`config.mk`:
```
export PLATFORM = sky130hd
export DESIGN_NAME = single_wb_ctrl
export DESIGN_NICKNAME = d
export VERILOG_FILES = /design/src/rtl/single_wb_ctrl.sv
export SDC_FILE = /design/constraint.sdc
export NUM_CORES = 1
export LEC_CHECK = 0
export ABC_AREA = 1
export CORE_ASPECT_RATIO = 0.5
export CORE_MARGIN = 5
export CORE_UTILIZATION = 59
export DETAILED_ROUTE_END_ITERATION = 8
export GPL_ROUTABILITY_DRIVEN = 1
export PLACE_DENSITY = 0.85
export SETUP_SLACK_MARGIN = 0.5
export SLEW_MARGIN = 10
export SYNTH_ARGS = -nofsm -noshare
export SYNTH_HDL_FRONTEND = slang
export SYNTH_SLANG_ARGS = --single-unit
export TNS_END_PERCENT = 100
```
`constraint.sdc`:
```
create_clock -name clk -period 6.85 [get_ports clk]
set_input_delay 1.37 -clock clk [delete_from_list [all_inputs] [get_ports clk]]
set_output_delay 1.37 -clock clk [all_outputs]
set_load 0.02 [all_outputs]
```
`src/rtl/single_wb_ctrl.sv`:
```
// Writeback controller: merges ALU results with FIFO-buffered late results onto the GPR write port.
// Optional WB_BYPASS_EN lets a late result skip the empty FIFO when the write port is idle.
module single_wb_ctrl #(
    parameter int unsigned DW         = 32,
    parameter int unsigned AW         = 5,
    parameter int unsigned DEPTH      = 4,
    parameter int unsigned STARVE_MAX = 8
) (
    input  logic          clk,
    input  logic          rst,
    input  logic          i_alu_wen,
    input  logic [AW-1:0] i_alu_reg,
    input  logic [DW-1:0] i_alu_data,
    output logic          o_alu_hold,
    input  logic          i_iss_en,
    input  logic [AW-1:0] i_iss_reg,
    input  logic          i_lr_valid,
    input  logic [AW-1:0] i_lr_reg,
    input  logic [DW-1:0] i_lr_data,
    output logic          o_lr_ready,
    input  logic [AW-1:0] i_qaddr1,
    input  logic [AW-1:0] i_qaddr2,
    output logic          o_stall,
    output logic [AW-1:0] o_wreg,
    output logic [DW-1:0] o_wdata,
    output logic          o_wen
);

    localparam int unsigned NREG = 2 ** AW;
    localparam int unsigned IW   = $clog2(DEPTH);
    localparam int unsigned PW   = IW + 1;
    localparam int unsigned AGW  = $clog2(STARVE_MAX + 1);

    logic [AW-1:0]   r_mem_reg  [DEPTH];
    logic [DW-1:0]   r_mem_data [DEPTH];
    logic [PW-1:0]   r_wp, r_rp;
    logic [AGW-1:0]  r_age;
    logic [NREG-1:0] r_pend;
    logic [AW-1:0]   r_wreg;
    logic [DW-1:0]   r_wdata;
    logic            r_wen;

    logic [PW-1:0]   w_count;
    logic            w_empty, w_full, w_hold, w_lr_fire, w_push, w_pop, w_bypass;
    logic            w_sel_v;
    logic [AW-1:0]   w_sel_reg, w_head_reg;
    logic [DW-1:0]   w_sel_data, w_head_data;
    logic [AGW-1:0]  w_age_nxt;
    logic [NREG-1:0] w_pend_nxt;

    assign w_count     = r_wp - r_rp;
    assign w_empty     = (r_wp == r_rp);
    assign w_full      = (w_count == PW'(DEPTH));
    assign w_head_reg  = r_mem_reg[r_rp[IW-1:0]];
    assign w_head_data = r_mem_data[r_rp[IW-1:0]];
    assign w_hold      = (r_age == AGW'(STARVE_MAX)) && !w_empty;
    assign w_lr_fire   = i_lr_valid && o_lr_ready;

    assign o_lr_ready  = !w_full && !rst;
    assign o_alu_hold  = w_hold;
    assign o_stall     = r_pend[i_qaddr1] | r_pend[i_qaddr2];
    assign o_wreg      = r_wreg;
    assign o_wdata     = r_wdata;
    assign o_wen       = r_wen;

    // Write-port arbitration: starved head, then ALU, then FIFO drain, then bypass.
    always_comb begin
        w_pop      = 1'b0;
        w_bypass   = 1'b0;
        w_sel_v    = 1'b0;
        w_sel_reg  = '0;
        w_sel_data = '0;
        if (w_hold) begin
            w_pop      = 1'b1;
            w_sel_v    = 1'b1;
            w_sel_reg  = w_head_reg;
            w_sel_data = w_head_data;
        end else if (i_alu_wen) begin
            w_sel_v    = 1'b1;
            w_sel_reg  = i_alu_reg;
            w_sel_data = i_alu_data;
        end else if (!w_empty) begin
            w_pop      = 1'b1;
            w_sel_v    = 1'b1;
            w_sel_reg  = w_head_reg;
            w_sel_data = w_head_data;
`ifdef WB_BYPASS_EN
        end else if (w_lr_fire) begin
            w_bypass   = 1'b1;
            w_sel_v    = 1'b1;
            w_sel_reg  = i_lr_reg;
            w_sel_data = i_lr_data;
`endif
        end
    end

    assign w_push = w_lr_fire && (i_lr_reg != '0) && !w_bypass;

    // Scoreboard: a new issue overrides a same-cycle retire of the same register.
    always_comb begin
        w_pend_nxt = r_pend;
        if (w_pop)
            w_pend_nxt[w_head_reg] = 1'b0;
        if (w_bypass)
            w_pend_nxt[i_lr_reg] = 1'b0;
        if (i_iss_en && (i_iss_reg != '0))
            w_pend_nxt[i_iss_reg] = 1'b1;
    end

    always_comb begin
        w_age_nxt = r_age;
        if (w_empty || w_pop)
            w_age_nxt = '0;
        else if (r_age != AGW'(STARVE_MAX))
            w_age_nxt = r_age + AGW'(1);
    end

    always_ff @(posedge clk) begin
        if (w_push) begin
            r_mem_reg[r_wp[IW-1:0]]  <= i_lr_reg;
            r_mem_data[r_wp[IW-1:0]] <= i_lr_data;
        end
    end

    always_ff @(posedge clk) begin
        if (rst) begin
            r_wp    <= '0;
            r_rp    <= '0;
            r_age   <= '0;
            r_pend  <= '0;
            r_wen   <= 1'b0;
            r_wreg  <= '0;
            r_wdata <= '0;
        end else begin
            if (w_push)
                r_wp <= r_wp + PW'(1);
            if (w_pop)
                r_rp <= r_rp + PW'(1);
            r_age  <= w_age_nxt;
            r_pend <= w_pend_nxt;
            r_wen  <= w_sel_v && (w_sel_reg != '0);
            if (w_sel_v) begin
                r_wreg  <= w_sel_reg;
                r_wdata <= w_sel_data;
            end
        end
    end

endmodule

```
# Yosys cells after proc, flatten, opt, wreduce, memory -nomap -nowiden
# Memory sizes are Yosys's and may differ from the RTL's. A register that Yosys moved wholly into a read port is not among the register bits.
# Cells that the tools add are included.
op_classes:
  order_cmp: 6
  addsub: 4
  bitwise_logic: 4
  n_reduce_logical: 16
  n_mux: 27
  eq_ne: 4
ops:
  columns: ["cell", "n"]
  rows:
  - ["$mux W32", 5]
  - ["$and A32 B32 Y32", 1]
  - ["$not A32 Y32", 1]
  - ["$or A32 B32 Y32", 1]
  - ["$lt A5 B6 Y1 const B", 4]
  - ["$mux W5", 3]
  - ["$reduce_bool A5 Y1", 3]
  - ["$mux W1", 11]
  - ["$bmux W1 S5", 2]
  - ["$demux W1 S5", 2]
  - ["$ge A5 B1 Y1 const B", 2]
  - ["$logic_and A1 B1 Y1", 8]
  - ["$mux W2", 4]
  - ["$add A3 B1 Y3 const B", 2]
  - ["$add A4 B1 Y4 const B", 1]
  - ["$eq A4 B4 Y1 const B", 1]
  - ["$ne A4 B4 Y1 const B", 1]
  - ["$eq A3 B3 Y1", 1]
  - ["$eq A3 B3 Y1 const B", 1]
  - ["$logic_not A1 Y1", 3]
  - ["$sub A3 B3 Y3", 1]
  - ["$reduce_or A2 Y1", 1]
  - ["$logic_or A1 B1 Y1", 1]
  - ["$or A1 B1 Y1", 1]
totals:
  regBits: 80
  output_inout_bits: 41
  memories: 2
  input_bits: 94
  elab_cells: 70
  mem_bits_rw: 148
mem_list:
  columns: ["memory", "words", "width", "rd", "rd_ports_with_merged_regs", "write_ports", "line", "text"]
  rows:
  - ["r_mem_data", 4, 32, 1, 1, 1, "35", "logic [DW-1:0] r_mem_data [DEPTH];"]
  - ["r_mem_reg", 4, 5, 1, 1, 1, "34", "logic [AW-1:0] r_mem_reg [DEPTH];"]

# Depth between registers and ports, before layout
depth:
  word_depth: 9
  ltp_mapped: 12
  mapped_depth_nobuf: 12

# Worst setup path after synthesis
# No wires, ideal clock.
synth_path:
  path_type: "input to register"
  startpoint: "input i_lr_reg[3]"
  endpoint: "memory r_mem_data[0][0] (enable)"
  setup_time_ns: 0.431
  required_ns: 6.419
  path_buffers: 0
  setup_slack_ns: 3.034
  cell_stages: 6
  arrival_ns: 3.385
  cell_sequence: "nor2_1 > nand2_1 > o21ai_0 > inv_1 > nand3_1 > nor2_1"
synth_between:
  elab_chain_len: 4
synth_lines:
  columns: ["element", "line", "text"]
  rows:
  - ["start, declared", "18", "input logic [AW-1:0] i_lr_reg,"]
  - ["$reduce_bool A5 Y1", "97", "assign w_push = w_lr_fire && (i_lr_reg != '0) && !w_bypass;"]
  - ["$logic_and A1 B1 Y1", "97", null]
  - ["$mux W1", "119", "if (w_push) begin"]
  - ["$mux W1 (implied by the code)", "121", "r_mem_data[r_wp[IW-1:0]] <= i_lr_data;"]
  - ["end, declared", "35", null]
# Every way passes these cells.

# Final worst setup path
layout_path:
  startpoint: "input i_qaddr1[0]"
  endpoint: "output o_stall"
layout_between:
  elab_chain_len: 3
layout_lines:
  columns: ["element", "line", "text"]
  rows:
  - ["start, declared", "21", "input logic [AW-1:0] i_qaddr1,"]
  - ["$bmux W1 S5", "61", "assign o_stall = r_pend[i_qaddr1] | r_pend[i_qaddr2];"]
  - ["$mux W1 (implied by the code)", "61", null]
  - ["$or A1 B1 Y1", "61", null]
  - ["end, declared", "23", "output logic o_stall,"]
# Every way passes these cells. The select of a mux whose other input is x is not followed.

==> qor.txt <==
outcome -> finished clean
Starting Density -> 0.603
Final Max Tran Viols -> 0
initial antenna violation count -> 0
Placer Congestion -> 0.932
Clock Tree Root -> clkbuf_16
Yosys top cell area share -> 0.450
Tot GR Track Use -> 0.263
clk sinks -> 230
Mean Syn Cell Area -> 9.67 um^2
Commonest cells post-synth -> nand2_1, edfxtp_1, nor2_1
chip width -> 193 um
via count -> 7958
WP data required -> 5.48 ns
initial DRC count -> 743
skew final -> 0.0298 ns
max reg flops -> 128
worst min path class -> flip-flop to flip-flop
Reg power frac -> 0.411
WP data arrival -> 3.79 ns
setup TNS -> 0 ns
core box area -> 0.0164 mm^2
post-synthesis sequential area ratio -> 0.616
synth warn -> 0
CTS Hold Bufs -> 0
Tmin final -> 5.16 ns
# DRC -> 0
nets@finish -> 1236
# setup viols final -> 0
syn_nets -> 1125
fillers -> 1133
DP Wirelength -> 16.7 mm
TritonCTS buffer count -> 20
switching share of power -> 0.356
IO Pins -> 135
CP startpoint -> i_qaddr1[0]
Worst R2R Setup Slack -> 3.87 ns
Int Pwr -> 2670 uW
largest net degree at the start of global routing -> 75
Max Clk Rate -> 0.194 GHz
Post-synth EDFFs -> 148
Critical Path End -> o_stall
# Post-CTS Setup Buffers -> 0
Synth Register Bits -> 230
top_reg_cell synth -> edfxtp_1
Mapped Area -> 0.00988 mm^2
CTS clk-pin slew, worst paths -> 0.06 ns
Rows -> 33
leading area contributor after synthesis -> edfxtp_1
measured slew at the worst slew-check pin -> 1.06 ns
routed len/inst -> 18.9 um
CP max FO -> 19
Crit Path Category -> input pin to output port
H-tree levels -> 1
Resize count post-CTS -> 0
number of global-route vias before repair -> 7693
switching pwr -> 1470 uW
worst vdd ir -> 0.000199 V
RSZ-0062 raised after global routing -> no
max-cap viol count -> 0
TritonCTS clock tree -> built
P&R area growth vs syn -> 20.5%
leakage power -> 0.00428 uW
DP Area -> 0.0113 mm^2
asr flop ratio synth -> 0
Pre-Repair DR Iteration Count -> 5
Slew HR -> 0.286
first-pass GRT wire length -> 40.6 mm
worst r2r path cells -> 8
DR vias/cell -> 5.79
Clk network pwr share -> 0.260
period utilisation layout -> 0.753
Overflow after GRT -> 0
layout cells sized above 1 -> 0.0584
final wirelength -> 26.0 mm
Die Height -> 102 um
Antenna Cells -> 0
Hold Slack -> 0.472 ns
Worst R2R Start -> r_wp[0]$_SDFFE_PP0N_
Port Buffers -> 134
Yosys cell types -> 36
fin area -> 0.0119 mm^2
Hold Crit Start -> r_age[0]$_SDFFE_PP0P_
Tot Pwr -> 4140 uW
Worst Setup Start Kind -> input pin
worst skew pair latency -> 0.51 ns
Mapped Cells -> 1022
die area -> 0.0196 mm^2
clk buf depth -> 3
Crit. End Element -> output port
DRT antenna net count -> 0
Final Hold Fails -> 0
Cell Pwr Density -> 348 mW/mm^2
count leader, synth -> nand2_1
Non-Filler Instances -> 1374
Comb power frac -> 0.328
placed instance count -> 1338
Crit Reg-Reg Endpoint -> r_mem_data[0][13]$_DFFE_PP_
Synth area leaders -> edfxtp_1, dfxtp_1, nand2_1, o21ai_0, nand3_1
==> cell type report <==
class	instances	area, um^2	share of cell area
multi-input cells	683	3310	0.278
well taps	227	284	0.0238
repair buffers	144	1410	0.119
inverters	54	205	0.0172
clock inverters	10	81.3	0.00683
clock buffers	26	533	0.0448
flip-flops and latches	230	6090	0.511
==> power by group through the flow <==
stage          registers [uW]  clock network (uW)  logic (uW)
6_report                 1700                1080        1360
5_1_grt                  1710                1150        1500
4_1_cts                  1700                1080        1360
3_5_place_dp             1730                   0        1340
3_3_place_gp             1720                   0        1300
2_1_floorplan            1800                   0         857
==> per-stage QoR <==
stage                     worst slack (ns)   util
after global routing                  1.46  0.727
after global placement                1.67  0.689
after CTS                             1.68  0.727
after detailed placement              1.70  0.689
final                                 1.69  0.727
after floorplan                       3.03      -
==> critical path: stages <==
cell	delay (ns)
clkdlybuf4s50_1	0.87
inv_1	0.37
nand2_1	0.15
nand3_1	0.07
nand3_1	0.10
nand3_1	0.08
nand3b_1	0.08
nand2_1	0.05
nand2_1	0.05
clkdlybuf4s50_1	0.59
==> cells by family (layout without fill, tap and decap cells) <==
kind of cell	Yosys count	in the layout	share of synthesized area
buffers and inverters	109	234	0.0527
xor gates and xnor gates	3	3	0.00266
adders and majority gates	9	9	0.0114
and+or+nand+nor	450	450	0.193
DFF	230	230	0.616
AOI/OAI and AO/OA	221	221	0.124
==> per-layer routing <==
metal | GRT usage | vias to the layer above | share of wire
li1 | - | 3772 | -
met5 | 0 | - | 0
met2 | 0.463 | 326 | 0.50
met4 | 0.0908 | 0 | 0.033
met1 | 0.337 | 3792 | 0.40
met3 | 0.0434 | 68 | 0.068
==> worst min path at each step <==
stage | end | slack (ns) | cells past startpoint
final | r_age[0]$_SDFFE_PP0P_ | 0.47 | 1
after global routing | r_pend[0]$_SDFF_PP0_ | 0.51 | 2
after CTS | r_age[0]$_SDFFE_PP0P_ | 0.48 | 1
after detailed placement | r_age[0]$_SDFFE_PP0P_ | 0.47 | 1
after global placement | r_age[0]$_SDFFE_PP0P_ | 0.44 | 1
after floorplan | r_age[0]$_SDFFE_PP0P_ | 0.43 | 1
==> cell usage in the layout (no fill, tap or decap), drive strengths merged, types with 5 or more instances in the layout <==
cell,instances
nor3,14
nand3,94
a21oi,43
dfxtp,82
nor2,114
o211ai,5
buf,11
ha,9
clkinv,8
edfxtp,148
nand2,226
inv,55
clkdlybuf4s50,133
clkbuf,26
o21ai,112
o22ai,26
a31oi,26
Power figures use the tool's default switching activity.
